## src/rtl/fft_stage_sched_if.sv

```systemverilog
// fft_stage_sched_if: frame handshake and butterfly control bundle for fft_stage_sched.
interface fft_stage_sched_if #(parameter int ROT_W = 3) ();
  logic frame_rdy;
  logic ovr_clr;
  logic frame_ack;
  logic mux_flag;
  logic [ROT_W-1:0] rotation;
  logic reg_load;
  logic out_valid;
  logic busy;
  logic overrun;
  modport master (output frame_rdy, ovr_clr, input frame_ack, mux_flag, rotation, reg_load, out_valid, busy, overrun);
  modport slave (input frame_rdy, ovr_clr, output frame_ack, mux_flag, rotation, reg_load, out_valid, busy, overrun);
endinterface

```

## src/rtl/fft_stage_sched.sv

```systemverilog
// fft_stage_sched: sequences each frame through STAGES butterfly passes with registered strobes.
// Define FFT_SCHED_PENDING_EN to add a one-deep slot for frames arriving mid-frame.
module fft_stage_sched #(
  parameter int STAGES   = 3,
  parameter int ROT_W    = 3,
  parameter int PIPE_LAT = 1
) (
  input logic clk,
  input logic rst_n,
  fft_stage_sched_if.slave bus
);
  localparam int LW = $clog2(PIPE_LAT + 2);
  localparam logic [1:0] IDLE = 2'd0, ISSUE = 2'd1, WAIT = 2'd2;
  localparam logic [ROT_W-1:0] LAST = ROT_W'(STAGES - 1);
  localparam logic [LW-1:0] LAT_END = LW'(PIPE_LAT);
  logic [1:0] st, st_n;
  logic [ROT_W-1:0] stage, stage_n;
  logic [LW-1:0] lat, lat_n;
  logic pend, pend_n, ovr_n, drop, stage_end, eof, can_store;
`ifdef FFT_SCHED_PENDING_EN
  assign can_store = ~pend;
`else
  assign can_store = 1'b0;
`endif
  always_comb begin
    stage_end = st == WAIT && lat == LAT_END;
    eof = stage_end && stage == LAST;
    st_n = st;
    stage_n = stage;
    lat_n = lat;
    pend_n = pend;
    drop = 1'b0;
    if (st == IDLE && bus.frame_rdy) begin
      st_n = ISSUE;
      stage_n = '0;
    end else if (st == ISSUE) begin
      st_n = WAIT;
      lat_n = LW'(1);
    end else if (st == WAIT && !stage_end) begin
      lat_n = lat + LW'(1);
    end else if (st == WAIT && !eof) begin
      st_n = ISSUE;
      stage_n = stage + ROT_W'(1);
    end else if (eof) begin
      st_n = (pend || bus.frame_rdy) ? ISSUE : IDLE;
      stage_n = '0;
      pend_n = 1'b0;
      drop = pend && bus.frame_rdy;
    end
    // mid-frame arrivals: park in the slot if possible, otherwise lose them
    if (st != IDLE && !eof && bus.frame_rdy) begin
      pend_n = can_store ? 1'b1 : pend;
      drop = ~can_store;
    end
    ovr_n = drop | (bus.overrun & ~bus.ovr_clr);
  end
  always_ff @(posedge clk or negedge rst_n) begin
    if (!rst_n) begin
      st <= IDLE;
      stage <= '0;
      lat <= '0;
      pend <= 1'b0;
      bus.busy <= 1'b0;
      bus.rotation <= '0;
      bus.mux_flag <= 1'b0;
      bus.frame_ack <= 1'b0;
      bus.reg_load <= 1'b0;
      bus.out_valid <= 1'b0;
      bus.overrun <= 1'b0;
    end else begin
      st <= st_n;
      stage <= stage_n;
      lat <= lat_n;
      pend <= pend_n;
      bus.busy <= st_n != IDLE;
      bus.rotation <= st_n == IDLE ? '0 : stage_n;
      bus.mux_flag <= st_n != IDLE && stage_n == '0;
      bus.frame_ack <= st_n == ISSUE && stage_n == '0;
      bus.reg_load <= st_n == WAIT && lat_n == LAT_END && stage_n != LAST;
      bus.out_valid <= st_n == WAIT && lat_n == LAT_END && stage_n == LAST;
      bus.overrun <= ovr_n;
    end
  end
endmodule

```

## src/flat_wrapper.sv

```systemverilog
// flat-port wrapper written by rule: the top's interface ports become plain ports
module fft_stage_sched_flat 
#(
  parameter int STAGES   = 3,
  parameter int ROT_W    = 3,
  parameter int PIPE_LAT = 1
)
  (clk, rst_n, bus_frame_rdy, bus_ovr_clr, bus_frame_ack, bus_mux_flag, bus_rotation, bus_reg_load, bus_out_valid, bus_busy, bus_overrun);
  fft_stage_sched_if #(.ROT_W(ROT_W)) bus_i ();
  input logic clk;
  input logic rst_n;
  input wire logic [$bits(bus_i.frame_rdy)-1:0] bus_frame_rdy;
  input wire logic [$bits(bus_i.ovr_clr)-1:0] bus_ovr_clr;
  output wire logic [$bits(bus_i.frame_ack)-1:0] bus_frame_ack;
  output wire logic [$bits(bus_i.mux_flag)-1:0] bus_mux_flag;
  output wire logic [$bits(bus_i.rotation)-1:0] bus_rotation;
  output wire logic [$bits(bus_i.reg_load)-1:0] bus_reg_load;
  output wire logic [$bits(bus_i.out_valid)-1:0] bus_out_valid;
  output wire logic [$bits(bus_i.busy)-1:0] bus_busy;
  output wire logic [$bits(bus_i.overrun)-1:0] bus_overrun;
  assign bus_i.frame_rdy = bus_frame_rdy;
  assign bus_i.ovr_clr = bus_ovr_clr;
  assign bus_frame_ack = bus_i.frame_ack;
  assign bus_mux_flag = bus_i.mux_flag;
  assign bus_rotation = bus_i.rotation;
  assign bus_reg_load = bus_i.reg_load;
  assign bus_out_valid = bus_i.out_valid;
  assign bus_busy = bus_i.busy;
  assign bus_overrun = bus_i.overrun;
  fft_stage_sched #(.STAGES(STAGES), .ROT_W(ROT_W), .PIPE_LAT(PIPE_LAT)) u_core (.clk(clk), .rst_n(rst_n), .bus(bus_i));
endmodule
```

## config.mk

```make
export PLATFORM = sky130hd
export DESIGN_NAME = fft_stage_sched_flat
export DESIGN_NICKNAME = d
export VERILOG_FILES = /design/src/rtl/fft_stage_sched_if.sv /design/src/rtl/fft_stage_sched.sv /design/src/flat_wrapper.sv
export SDC_FILE = /design/constraint.sdc
export NUM_CORES = 1
export LEC_CHECK = 0
export BUFFER_PORTS_ARGS = -buffer_cell sky130_fd_sc_hd__buf_2
export CAP_MARGIN = 10
export CORE_UTILIZATION = 40
export CTS_CLUSTER_DIAMETER = 30
export DETAILED_ROUTE_END_ITERATION = 8
export PLACE_DENSITY = 0.63
export SLEW_MARGIN = 10
export SYNTH_ARGS = -nofsm -noshare
export SYNTH_HDL_FRONTEND = slang
export SYNTH_SLANG_ARGS = --single-unit
```

## constraint.sdc

```tcl
create_clock -name clk -period 4.4 [get_ports clk]
set_input_delay 0.44 -clock clk [delete_from_list [all_inputs] [get_ports clk]]
set_output_delay 0.44 -clock clk [all_outputs]
set_load 0.02 [all_outputs]
```

## Word level (Yosys, flattened, before mapping)

Cells that the tools add are included.
Widths: inputs -> output; s select.

- Flip-flop bits (word level): 16
- Bits of input ports: 4
- Output and inout port bits: 9
- Word-level logic and storage cells: 59

- $add $sub $neg: 2
- Equality and inequality tests: 9
- Multiplexer cells: 16
- Bitwise operators: 3
- Reduce and logical (&&, ||, !) cells: 19

Operators with widths:

| kind | count |
|---|---|
| $mux 3 | 6 |
| $mux 2 | 8 |
| $logic_and 1x1->1 | 12 |
| $eq 2x1->1 const B | 4 |
| $eq 3x2->1 const B | 2 |
| $eq 2x2->1 const B | 2 |
| $logic_not 2->1 | 2 |
| $reduce_bool 2->1 | 2 |
| $add 3x1->3 const B | 1 |
| $logic_not 3->1 | 1 |
| $ne 3x2->1 const B | 1 |
| $add 2x1->2 const B | 1 |
| $logic_not 1->1 | 2 |
| $mux 1 | 2 |
| $and 1x1->1 | 1 |
| $not 1->1 | 1 |
| $or 1x1->1 | 1 |

## Longest topological paths before layout

Gate-level depths: netlist of run 1.

- Depth in word-level cells: 12
- Mapped depth: 7
- Depth with buffers taken out: 7

## Worst setup path after synthesis of run 1

Ideal clock, no wire load.

- Path kind: flip-flop to flip-flop
- From: reg u_core.lat[0]
- To: reg u_core.bus.frame_ack
- Library setup time: 101 ps
- Arrival time: 1,390 ps
- Required time: 4,299 ps
- Slack: 2,909 ps
- Stages on the path, launching flop included: 6
- Buffers on the path: 0
- Period minus slack after synthesis: 1,491 ps
- Cells stage by stage: dfrtp_1 -> ha_1 -> nand4b_1 -> mux2i_2 -> nor2_2 -> nor4_1

- Longest elaborated chain between the ends: 11
- Elaborated cells on any way between the ends: 20
- Those cells by class: eq/ne: 2; mux: 10; reduce/logical: 8

Ends and longest elaborated chain:

| what | RTL line | text |
|---|---|---|
| from (decl) | fft_stage_sched.sv:18 | `logic [LW-1:0] lat, lat_n;` |
| from (signal assigned) | fft_stage_sched.sv:73 | `lat <= lat_n;` |
| $eq 2x1->1 (*) | fft_stage_sched.sv:26 | `stage_end = st == WAIT && lat == LAT_END;` |
| $logic_and 1x1->1 (*) | fft_stage_sched.sv:26 |  |
| $logic_and 1x1->1 | fft_stage_sched.sv:27 | `eof = stage_end && stage == LAST;` |
| $logic_not 1->1 | fft_stage_sched.sv:41 | `end else if (st == WAIT && !eof) begin` |
| $logic_and 1x1->1 | fft_stage_sched.sv:41 |  |
| $mux 3 | fft_stage_sched.sv:41 |  |
| $mux 3 (*) | fft_stage_sched.sv:39 | `end else if (st == WAIT && !stage_end) begin` |
| $mux 3 (*) | fft_stage_sched.sv:36 | `end else if (st == ISSUE) begin` |
| $mux 3 (*) | fft_stage_sched.sv:33 | `if (st == IDLE && bus.frame_rdy) begin` |
| net u_core.stage_n[2] | fft_stage_sched.sv:17 | `logic [ROT_W-1:0] stage, stage_n;` |
| $logic_not 3->1 (*) | fft_stage_sched.sv:78 | `bus.frame_ack <= st_n == ISSUE && stage_n == '0;` |
| $logic_and 1x1->1 (*) | fft_stage_sched.sv:78 |  |
| to (signal assigned) | fft_stage_sched.sv:66 | `bus.frame_ack <= 1'b0;` |
| to (signal assigned) | fft_stage_sched.sv:78 |  |
| to (decl) | fft_stage_sched_if.sv:13 | `modport slave (input frame_rdy, ovr_clr, output frame_ack, mux_flag, rotation, reg_load, out_valid, busy, over ...` |

Mark *: on every way through the listed nets, which the timed path passes. The rest lies on a longest branch.

## Final worst setup path of run 1

- From: reg u_core.lat[1]
- To: reg u_core.bus.mux_flag

- Longest elaborated chain between the ends: 11
- Elaborated cells on any way between the ends: 20
- Those cells by class: eq/ne: 1; mux: 10; reduce/logical: 9

Ends and longest elaborated chain:

| what | RTL line | text |
|---|---|---|
| $eq 2x1->1 (*) | fft_stage_sched.sv:26 |  |
| $logic_and 1x1->1 (*) | fft_stage_sched.sv:26 |  |
| $logic_and 1x1->1 | fft_stage_sched.sv:27 |  |
| $logic_not 1->1 | fft_stage_sched.sv:41 |  |
| $logic_and 1x1->1 | fft_stage_sched.sv:41 |  |
| $mux 3 | fft_stage_sched.sv:41 |  |
| $mux 3 (*) | fft_stage_sched.sv:39 |  |
| $mux 3 (*) | fft_stage_sched.sv:36 |  |
| $mux 3 (*) | fft_stage_sched.sv:33 |  |
| net u_core.stage_n[2] | fft_stage_sched.sv:17 |  |
| $logic_not 3->1 (*) | fft_stage_sched.sv:77 | `bus.mux_flag <= st_n != IDLE && stage_n == '0;` |
| $logic_and 1x1->1 (*) | fft_stage_sched.sv:77 |  |
| to (signal assigned) | fft_stage_sched.sv:65 | `bus.mux_flag <= 1'b0;` |
| to (signal assigned) | fft_stage_sched.sv:77 |  |
| to (decl) | fft_stage_sched_if.sv:13 |  |

Marked as above.

==> flow_summary_export.csv, run 1 <==
group,metric,value,unit
critical_path,critPathTopFamily,"simple AND/OR/NAND/NOR gates",
clocking,cts_sinks,16,
critical_path,arrival,1.89,ns
finish,drive_gt1_share,25.3,%
critical_path,endpoint_kind,"register",
floorplan,boundaryPins,13,
sta,slew-limit-headroom,72.7,%
routing,vias,549,
global_route,grt_max_degree,17,
clocking,cts_tree,"done",
place,portBuffers,12,
clocking,insertion_delay,0.29,ns
finish,final_common_cell,"dfrtp_1",
critical_path,crit_fanout,8,
clocking,cts_setup_buffers,0,
routing,dr.pass1.iters,4,
synthesis,ys_ff_latch,16,
worst_hold_path,hold_path_class,"primary input to async pin",
floorplan,core,0.00175,mm²
synthesis,synth_area_leaders,"dfrtp_1 53%, ha_1 5.0%, inv_1 3.5%",
sta,fin_tns_setup,0,ns
finish,multi_input_area,308,µm²
global_route,grt_pass1_vias,461,
floorplan,rows,15,
sta,final.setup_skew,0.00548,ns
synthesis,ys_seq_area_share,53.4,%
place,gp_congestion,0.767,
critical_path,startpoint_type,"register",
synthesis,synth_cell_types,31,
synthesis,synth_fp_nets,76,
clocking,h-tree-depth,1,
critical_path,path_buf_inv,1,
sta,rsz0062_at_grt,"no",
floorplan,dieArea,0.00205,mm²
clocking,hold_buffers,0,
pwr,leakagePower,0.405,nW
critical_path,cp_cell_sequence,"inv_1 -> ha_1 -> nand4b_1 -> mux2i_2 -> nor2_2 -> nor4_1",
finish,n_fill_cell,167,
finish,areaGrowthSynthToFinish,15.5,%
clocking,cts.clk_slew.worst_paths,0.09,ns
finish,seq_area,400,µm²
synthesis,syn_area,749,µm²
flow_run,drv_cap,0,
status,status,"completed",
sta,finalCriticalPeriod,1.70,ns
finish,final_cell_mix,"16 x dfrtp_1, 12 x buf_2, 7 x inv_1",
critical_path,path_class,"register to register",
global_route,track_usage,14.6,%
sta,setup_viol,0,
clocking,cts-buffers-inserted,3,
sta,worstMarginPinSlew,0.408,ns
sta,fin_ws,2.70,ns
critical_path,critPathRequiredTime,4.59,ns
floorplan,dieHeight,45.3,µm
sta,timing.final.crit_share,38.7,%
clocking,cts_buffer_depth,2,
routing,drt_iter0_markers,14,
synthesis,ys_warn_count,0,
place,dp_hpwl,966,µm
place,pre_cts_ws,2.73,ns
finish,diodes,0,
clocking,cts-root-buf,"clkbuf_4",
routing,wire_per_inst,11.9,µm
routing,drtAntennaViolNets,0,
sta,slew_viol_final,0,
routing,viasPerCell,5.08,
critical_path,cpPeakStageDelay,0.38,ns
critical_path,worst_path_max_delay_cell,"dfrtp_1",
critical_path,rr_worst_depth,6,
floorplan,initial_core_util,42.9,%
global_route,grt_pass1_wl,2060,µm
synthesis,synth_cells,69,
routing,drc,0,
pwr,p_per_area,612,mW/mm²
critical_path,cp_num_cells,6,
finish,nNetsFinal,91,
global_route,overflow,0,
global_route,antenna_found_initial,0,
routing,wl,1290,µm
synthesis,synth_largest_area_cell,"dfrtp_1",
sta,final-hold-violation-count,0,
sta,max_freq,587,MHz
pwr,vdd_drop_max,292,µV
synthesis,syn_area_per_cell,10.9,µm²
synthesis,synth_top_area_share,53.4,%
clocking,cts_resized,0,
floorplan,die_w,45.3,µm
-- stage by stage --
step / utilization (%) / instances / area [µm²] / hold WS [ns] / total power, W
after global placement: 47.5 / 104 / 830 / 0.369 / 0.000434
after detailed placement: 47.5 / 104 / 830 / 0.369 / 0.000436
after global routing: 49.6 / 108 / 866 / 0.0660 / 0.000565
final: 49.6 / 108 / 866 / 0.0392 / 0.000530
after floorplan: - / 69 / 749 / 0.144 / 0.000384
after CTS: 49.6 / 108 / 866 / 0.0425 / 0.000535
-- cell families (layout without fill, tap and decap cells) --
family	count (synthesis)	count (layout)	synth area share (%)
mux	3	3	4.51
fa+ha+maj	3	3	5.01
simple gates	22	22	17.7
flops	16	16	53.4
buf+inv	10	24	5.51
compound gates	15	15	13.9
-- sequential cells by signal, indices dropped and copies added (netlist names) --
name and cells:
u_core.bus.reg_load 1, u_core.stage 3, u_core.bus.mux_flag 1, u_core.st 2
u_core.bus.busy 1, u_core.bus.overrun 1, u_core.bus.frame_ack 1, u_core.bus.out_valid 1
u_core.bus.rotation 3, u_core.lat 2
-- cell type report --
type	count	share of cell area, %
Timing Repair Buffer	12	6.94
Multi-Input combinational cell	43	35.5
Clock buffer	4	4.19
Sequential cell	16	46.2
Inverter	8	3.47
Tap cell	25	3.61
-- worst paths after layout --
check / start / endpoint / slack, ns
max in group asynchronous: rst_n / u_core.stage[1] / 4.10
max reg2reg: u_core.lat[1] / u_core.bus.mux_flag / 2.70
max: u_core.lat[1] / u_core.bus.mux_flag / 2.70
min: rst_n / u_core.st[1] / 0.04
min in group clk: bus_ovr_clr / u_core.bus.overrun / 0.33
min reg2reg: u_core.bus.overrun / u_core.bus.overrun / 0.54
-- where the power goes --
| part | switching (W) | total (W) | internal (W) |
|---|---|---|---|
| logic | 0.000127 | 0.000211 | 0.0000836 |
| clock network | 0.0000464 | 0.0000969 | 0.0000505 |
| registers | 0.0000327 | 0.000222 | 0.000189 |
| total | 0.000206 | 0.000530 | 0.000323 |
-- cells in the mapped netlist, drive strengths merged --
cell     instances
a21boi           1
dfrtp           16
and2             1
o31ai            1
nor3             2
o22a             1
clkbuf           1
o22ai            2
o311a            1
nand2b           3
nand3b           1
nand4b           1
or3              1
inv              8
o21a             1
ha               3
and4b            1
o21ai            2
a21oi            4
nor2             7
nand3            1
nor4             2
o2111ai          1
a31oi            1
buf              1
mux2i            3
nand2            1
nor4b            1
-- per-layer routing --
layer	vias up	share of wire (%)	track usage (%)
li1	273	-	-
met1	258	51	20.4
met2	15	43	20.9
met3	3	5.0	6.00
met4	0	0.62	3.64
met5	-	0	0
Power figures use the tool's default switching activity.
==> run 2, diff against run 1 <==
ABC_AREA = 1   (was default)
clock period = 1.7 ns   (was 4.4 ns; I/O delays follow)
==> run 2 against run 1 <==
Effect of this change: critical path depth is 3 higher; power grew to 3.1 times the previous value; sequential power grew to 2.7 times the previous value; critical path type unchanged.
==> flow_summary_export.csv, run 2 <==
group,metric,value,unit
floorplan,die_w,46.4,µm
routing,wire_per_inst,11.2,µm
critical_path,arrival,1.81,ns
synthesis,synth_top_area_share,50.7,%
synthesis,synth_fp_nets,95,
sta,fin_tns_setup,0,ns
floorplan,boundaryPins,13,
sta,max_freq,625,MHz
synthesis,synth_area_leaders,"dfrtp_1 51%, nand2_1 7.6%, inv_1 6.7%",
critical_path,worst_path_max_delay_cell,"dfrtp_1",
worst_hold_path,hold_path_class,"primary input to register",
clocking,cts.clk_slew.worst_paths,0.08,ns
place,portBuffers,12,
place,dpl_cell_area,881,µm²
synthesis,synth_cell_types,18,
pwr,swShare,47.1,%
pwr,p_per_area,1810,mW/mm²
floorplan,core,0.00178,mm²
clocking,cts-root-buf,"clkbuf_4",
routing,drt_iter0_markers,12,
global_route,antenna_found_initial,0,
critical_path,endpoint_kind,"register",
sta,finalCriticalPeriod,1.60,ns
pwr,internal-power,0.000878,W
sta,timing.final.crit_share,94.1,%
sta,slew-limit-headroom,75.7,%
global_route,overflow,0,
floorplan,initial_core_util,44.3,%
worst_hold_path,worstHoldPathCells,2,
pwr,combPwrFrac,51.9,%
finish,areaGrowthSynthToFinish,16.0,%
pwr,finalPower,0.00166,W
routing,wl,1440,µm
pwr,power_frac_clock,11.3,%
synthesis,synthFlopType,"dfrtp_1",
global_route,track_usage,16.3,%
finish,drive_gt1_share,33.7,%
synthesis,synth_cells,88,
finish,reg_top3,"u_core.bus.rotation: 3 flops, u_core.stage: 3 flops",
global_route,grt_pass1_vias,563,
routing,drtAntennaViolNets,0,
synthesis,synth_edf_count,0,
clocking,cts_sinks,16,
synthesis,syn_area_per_cell,8.97,µm²
critical_path,path_class,"register to register",
sta,setup_viol,0,
floorplan,rows,15,
finish,nNetsFinal,113,
status,status,"completed",
finish,multi_input_area,320,µm²
sta,rsz0062_at_grt,"no",
sta,worstMarginPinSlew,0.364,ns
global_route,grt_pass1_wl,2380,µm
finish,diodes,0,
critical_path,critPathRequiredTime,1.91,ns
critical_path,path_buf_inv,1,
place,dp_hpwl,1120,µm
place,gp_congestion,0.793,
pwr,leakagePower,0.504,nW
critical_path,cpMostUsedCell,"nand2_1",
clocking,cts_tree,"done",
routing,viasPerCell,4.57,
sta,final-hold-violation-count,0,
critical_path,rr_worst_depth,9,
synthesis,ys_warn_count,0,
synthesis,syn_area,790,µm²
pwr,vdd_drop_max,996,µV
flow_run,drv_cap,0,
global_route,grt_max_degree,17,
pwr,power_frac_seq,36.8,%
finish,final_cell_mix,"16 x nand2_1, 16 x dfrtp_1, 14 x inv_1",
synthesis,ys_seq_area_share,50.7,%
critical_path,cp_num_cells,9,
synthesis,synth_largest_area_cell,"dfrtp_1",
critical_path,startpoint_type,"register",
critical_path,critPathTopFamily,"simple AND/OR/NAND/NOR gates",
sta,final.setup_skew,0.00227,ns
routing,drc,0,
floorplan,dieArea,0.00216,mm²
sta,slew_viol_final,0,
finish,n_fill_cell,166,
floorplan,dieHeight,46.4,µm
clocking,cts_buffer_depth,2,
finish,seq_area,400,µm²
critical_path,crit_fanout,4,
clocking,cts-buffers-inserted,3,
clocking,h-tree-depth,1,
critical_path,cpPeakStageDelay,0.39,ns
critical_path,cp_cell_sequence,"inv_1 -> ha_1 -> nand2_2 -> nand4_1 -> o21ai_1 -> nand2_1 -> nor2_2 -> nand2_1 -> nor2_1",
finish,stdcell_area,916,µm²
pwr,p_switching,0.000781,W
routing,dr.pass1.iters,4,
synthesis,async_flop_share,100,%
place,pre_cts_ws,0.116,ns
sta,fin_ws,0.101,ns
synthesis,ys_top_cells_by_count,"16 x dfrtp_1, 16 x nand2_1, 14 x inv_1",
synthesis,ys_ff_latch,16,
routing,vias,590,
clocking,insertion_delay,0.27,ns
## run 2: layout make-up
| cell class | count | area share [%] |
|---|---|---|
| Inverter | 19 | 7.79 |
| Tap cell | 25 | 3.42 |
| Timing Repair Buffer | 13 | 7.65 |
| Clock buffer | 3 | 2.46 |
| Sequential cell | 16 | 43.7 |
| Multi-Input combinational cell | 53 | 35.0 |
## run 2: what timing repair did
item                       CTS  global route
hold buffers                 1             0
setup endpoints to repair    0             2
setup buffers                0             0
hold endpoints to repair    16             0
gates resized for setup      0             1
## run 2: worst paths after layout
path	from	slack [ns]	endpoint
setup / recovery	u_core.stage[0]	0.10	u_core.bus.out_valid
hold / removal	bus_ovr_clr	0.08	u_core.bus.overrun
setup reg to reg	u_core.stage[0]	0.10	u_core.bus.out_valid
hold reg to reg	u_core.lat[0]	0.51	u_core.lat[0]
max in group asynchronous	rst_n	1.11	u_core.bus.overrun
min in group asynchronous	rst_n	0.33	u_core.bus.rotation[0]
## run 2: power groups by stage
stage	sequential, W	clock, W	combinational, W
5_1_grt	0.000627	0.000209	0.000952
4_1_cts	0.000610	0.000198	0.000871
2_1_floorplan	0.000713	0	0.000543
6_report	0.000610	0.000187	0.000862
3_5_place_dp	0.000615	0	0.000869
3_3_place_gp	0.000615	0	0.000865
## run 2: through the flow
stage | cells | util [%] | hold WS, ns
final | 129 | 51.4 | 0.0791
after global routing | 129 | 51.4 | 0.0705
after CTS | 129 | 51.2 | 0.0643
after detailed placement | 125 | 49.4 | 0.105
after global placement | 125 | 49.4 | 0.0917
after floorplan | 88 | - | -0.126
## run 2: logic make-up (layout without fill, tap and decap cells)
group / Yosys count / in the layout / synth area share, %
adder cells (fa/ha/maj): 3 / 3 / 4.75
flip-flops: 16 / 16 / 50.7
AND/OR/NAND/NOR: 38 / 38 / 25.4
buffers and inverters: 19 / 35 / 9.03
AO/OA/AOI/OAI: 12 / 12 / 10.1
## run 2: metal layers
metal	GRT usage (%)	up-vias	share of wire [%]
li1	-	311	-
met1	21.6	259	45
met2	25.6	18	50
met3	1.18	2	4.4
met4	10.6	0	0.83
met5	0	-	0
==> run 3, diff against run 2 <==
BUFFER_PORTS_ARGS = default   (was -buffer_cell sky130_fd_sc_hd__buf_2)
DONT_BUFFER_PORTS = 1   (was default)
PLACE_DENSITY = 0.57   (was 0.63)
==> run 3 against run 2 <==
Effect of this change: sequential share of layout area up 1.4 points; largest power group is now sequential cells; cell area down 3.1%; clock power is 34% higher; first-iteration DRC count decreased by 33%; non-clock buffer count fell by 10; fmax grew 2.4%; worst setup slack better by 0.038 ns; utilization shrank 1.6 points; global-route usage is 0.78 points lower; wire length unchanged; die area unchanged; highest routed layer unchanged; worst hold slack lost 0.027 ns.
==> flow_summary_export.csv, run 3 (synthesis gave the netlist of run 2 again) <==
group,metric,value,unit
flow_run,drv_cap,0,
sta,slew_viol_final,0,
critical_path,worst_path_max_delay_cell,"dfrtp_1",
critical_path,cpPeakStageDelay,0.38,ns
routing,drtAntennaViolNets,0,
critical_path,timing.rr.start,"u_core.stage[0]",
routing,wire_per_inst,12.0,µm
worst_hold_path,hold_path_class,"primary input to register",
critical_path,cp_cell_sequence,"inv_1 -> ha_1 -> nand2_2 -> nand4_1 -> o21ai_1 -> nand2_1 -> nor2_2 -> nand2_1 -> nor2_1",
worst_hold_path,hp-start,"bus_frame_rdy",
critical_path,path_class,"register to register",
place,dpl_cell_area,821,µm²
global_route,track_usage,15.5,%
floorplan,boundaryPins,13,
clocking,h-tree-depth,1,
sta,timing.final.crit_share,91.8,%
critical_path,path_buf_inv,1,
finish,nNetsFinal,103,
finish,n_fill_cell,178,
finish,diodes,0,
critical_path,r2r_end,"u_core.bus.out_valid",
critical_path,critPathTopFamily,"simple AND/OR/NAND/NOR gates",
clocking,cts-buffers-inserted,3,
worst_hold_path,worstHoldPathCells,2,
sta,final.setup_skew,0.00939,ns
routing,vias,563,
sta,finalCriticalPeriod,1.56,ns
routing,drc,0,
global_route,antenna_found_initial,0,
sta,fin_tns_setup,0,ns
sta,slew-limit-headroom,53.0,%
clocking,insertion_delay,0.28,ns
finish,reg_top3,"u_core.bus.rotation: 3 flops, u_core.stage: 3 flops",
finish,drive_gt1_share,26.3,%
finish,utilization,49.8,%
critical_path,critPathRequiredTime,1.92,ns
global_route,grt_max_degree,17,
sta,max_freq,641,MHz
sta,rsz0062_at_grt,"no",
global_route,overflow,0,
floorplan,rows,15,
floorplan,die_w,46.4,µm
finish,stdcell_area,887,µm²
place,portBuffers,0,
critical_path,rr_worst_depth,9,
pwr,p_per_area,1860,mW/mm²
finish,final_cell_mix,"16 x nand2_1, 16 x dfrtp_1, 14 x inv_1",
routing,viasPerCell,4.69,
pwr,finalPower,0.00165,W
critical_path,rrSetupSlack,0.14,ns
sta,worstMarginPinSlew,0.703,ns
routing,wl,1440,µm
global_route,grt_pass1_vias,536,
finish,areaGrowthSynthToFinish,12.4,%
place,gp_congestion,0.748,
clocking,cts_tree,"done",
routing,drt_iter0_markers,8,
critical_path,arrival,1.78,ns
critical_path,crit_fanout,4,
pwr,vdd_drop_max,1080,µV
clocking,cts.clk_slew.worst_paths,0.10,ns
floorplan,dieArea,0.00216,mm²
sta,setup_viol,0,
floorplan,core,0.00178,mm²
floorplan,initial_core_util,44.3,%
sta,final-hold-violation-count,0,
place,dp_hpwl,1070,µm
pwr,leakagePower,0.467,nW
critical_path,cpMostUsedCell,"nand2_1",
status,status,"completed",
floorplan,dieHeight,46.4,µm
global_route,grt_pass1_wl,2300,µm
clocking,cts-root-buf,"clkbuf_4",
critical_path,startpoint_type,"register",
clocking,cts_buffer_depth,2,
critical_path,endpoint_kind,"register",
clocking,cts_sinks,16,
routing,dr.pass1.iters,4,
worst_hold_path,holdPathEnd,"u_core.bus.overrun",
sta,whs,0.0517,ns
-- run 3: cell types whose count changed in the layout (fill, tap and decap cells not counted) --
cell,delta
buf_4,+1
clkbuf_8,+1
buf_2,-12
dlygate4sd3_1,+1
-- run 3: area by class of cell --
class | instances | area (µm²) | area share [%]
well taps | 25 | 31.3 | 3.53
repair buffers | 3 | 27.5 | 3.10
flip-flops and latches | 16 | 400 | 45.1
clock buffers | 4 | 36.3 | 4.09
multi-input cells | 53 | 320 | 36.1
inverters | 19 | 71.3 | 8.04
-- run 3: worst register-to-register path: stages, from the launching register on --
cell and delay, ns:
dfrtp_1 0.38, inv_1 0.07, ha_1 0.21, nand2_2 0.12
nand4_1 0.16, o21ai_1 0.16, nand2_1 0.12, nor2_2 0.13
nand2_1 0.07, nor2_1 0.09
-- run 3: repair_timing --
| item | 4_1_cts | 5_1_grt |
|---|---|---|
| endpoints found under the setup margin | 0 | 7 |
| hold endpoints to repair | 17 | 0 |
| resized for setup | 0 | 1 |
| hold buffers | 2 | 0 |
| buffers inserted | 0 | 1 |
-- run 3: how the worst max path moves through the flow --
stage                    startpoint                    to  slack [ns]  cells after the start
detailed placement    u_core.lat[0]  u_core.bus.frame_ack        0.09                      9
floorplan             u_core.lat[0]  u_core.bus.frame_ack        0.26                      9
global route          u_core.lat[0]  u_core.bus.frame_ack       0.008                      9
finish              u_core.stage[0]  u_core.bus.out_valid        0.14                      9
global placement      u_core.lat[0]   u_core.bus.mux_flag        0.12                      9
CTS                   u_core.lat[0]  u_core.bus.frame_ack        0.07                      9
-- run 3: power breakdown --
| part | switching (W) | total (W) | internal (W) |
|---|---|---|---|
| logic | 0.000453 | 0.000668 | 0.000215 |
| clock network | 0.000120 | 0.000250 | 0.000130 |
| registers | 0.000205 | 0.000729 | 0.000525 |
-- run 3: per-layer routing --
metal  share of wire, %  global-route usage (%)  routed length (µm)
met5                  0                       0                   0
met4               0.42                    7.06                   6
met3                3.0                    2.75                  43
met2                 46                    23.9                 668
met1                 50                    21.1                 726
-- run 3: metrics by stage --
step / cells / worst slack [ns]
after global routing: 120 / 0.00778
after floorplan: 88 / 0.261
final: 120 / 0.139
after CTS: 119 / 0.0713
after global placement: 113 / 0.116
after detailed placement: 113 / 0.0870
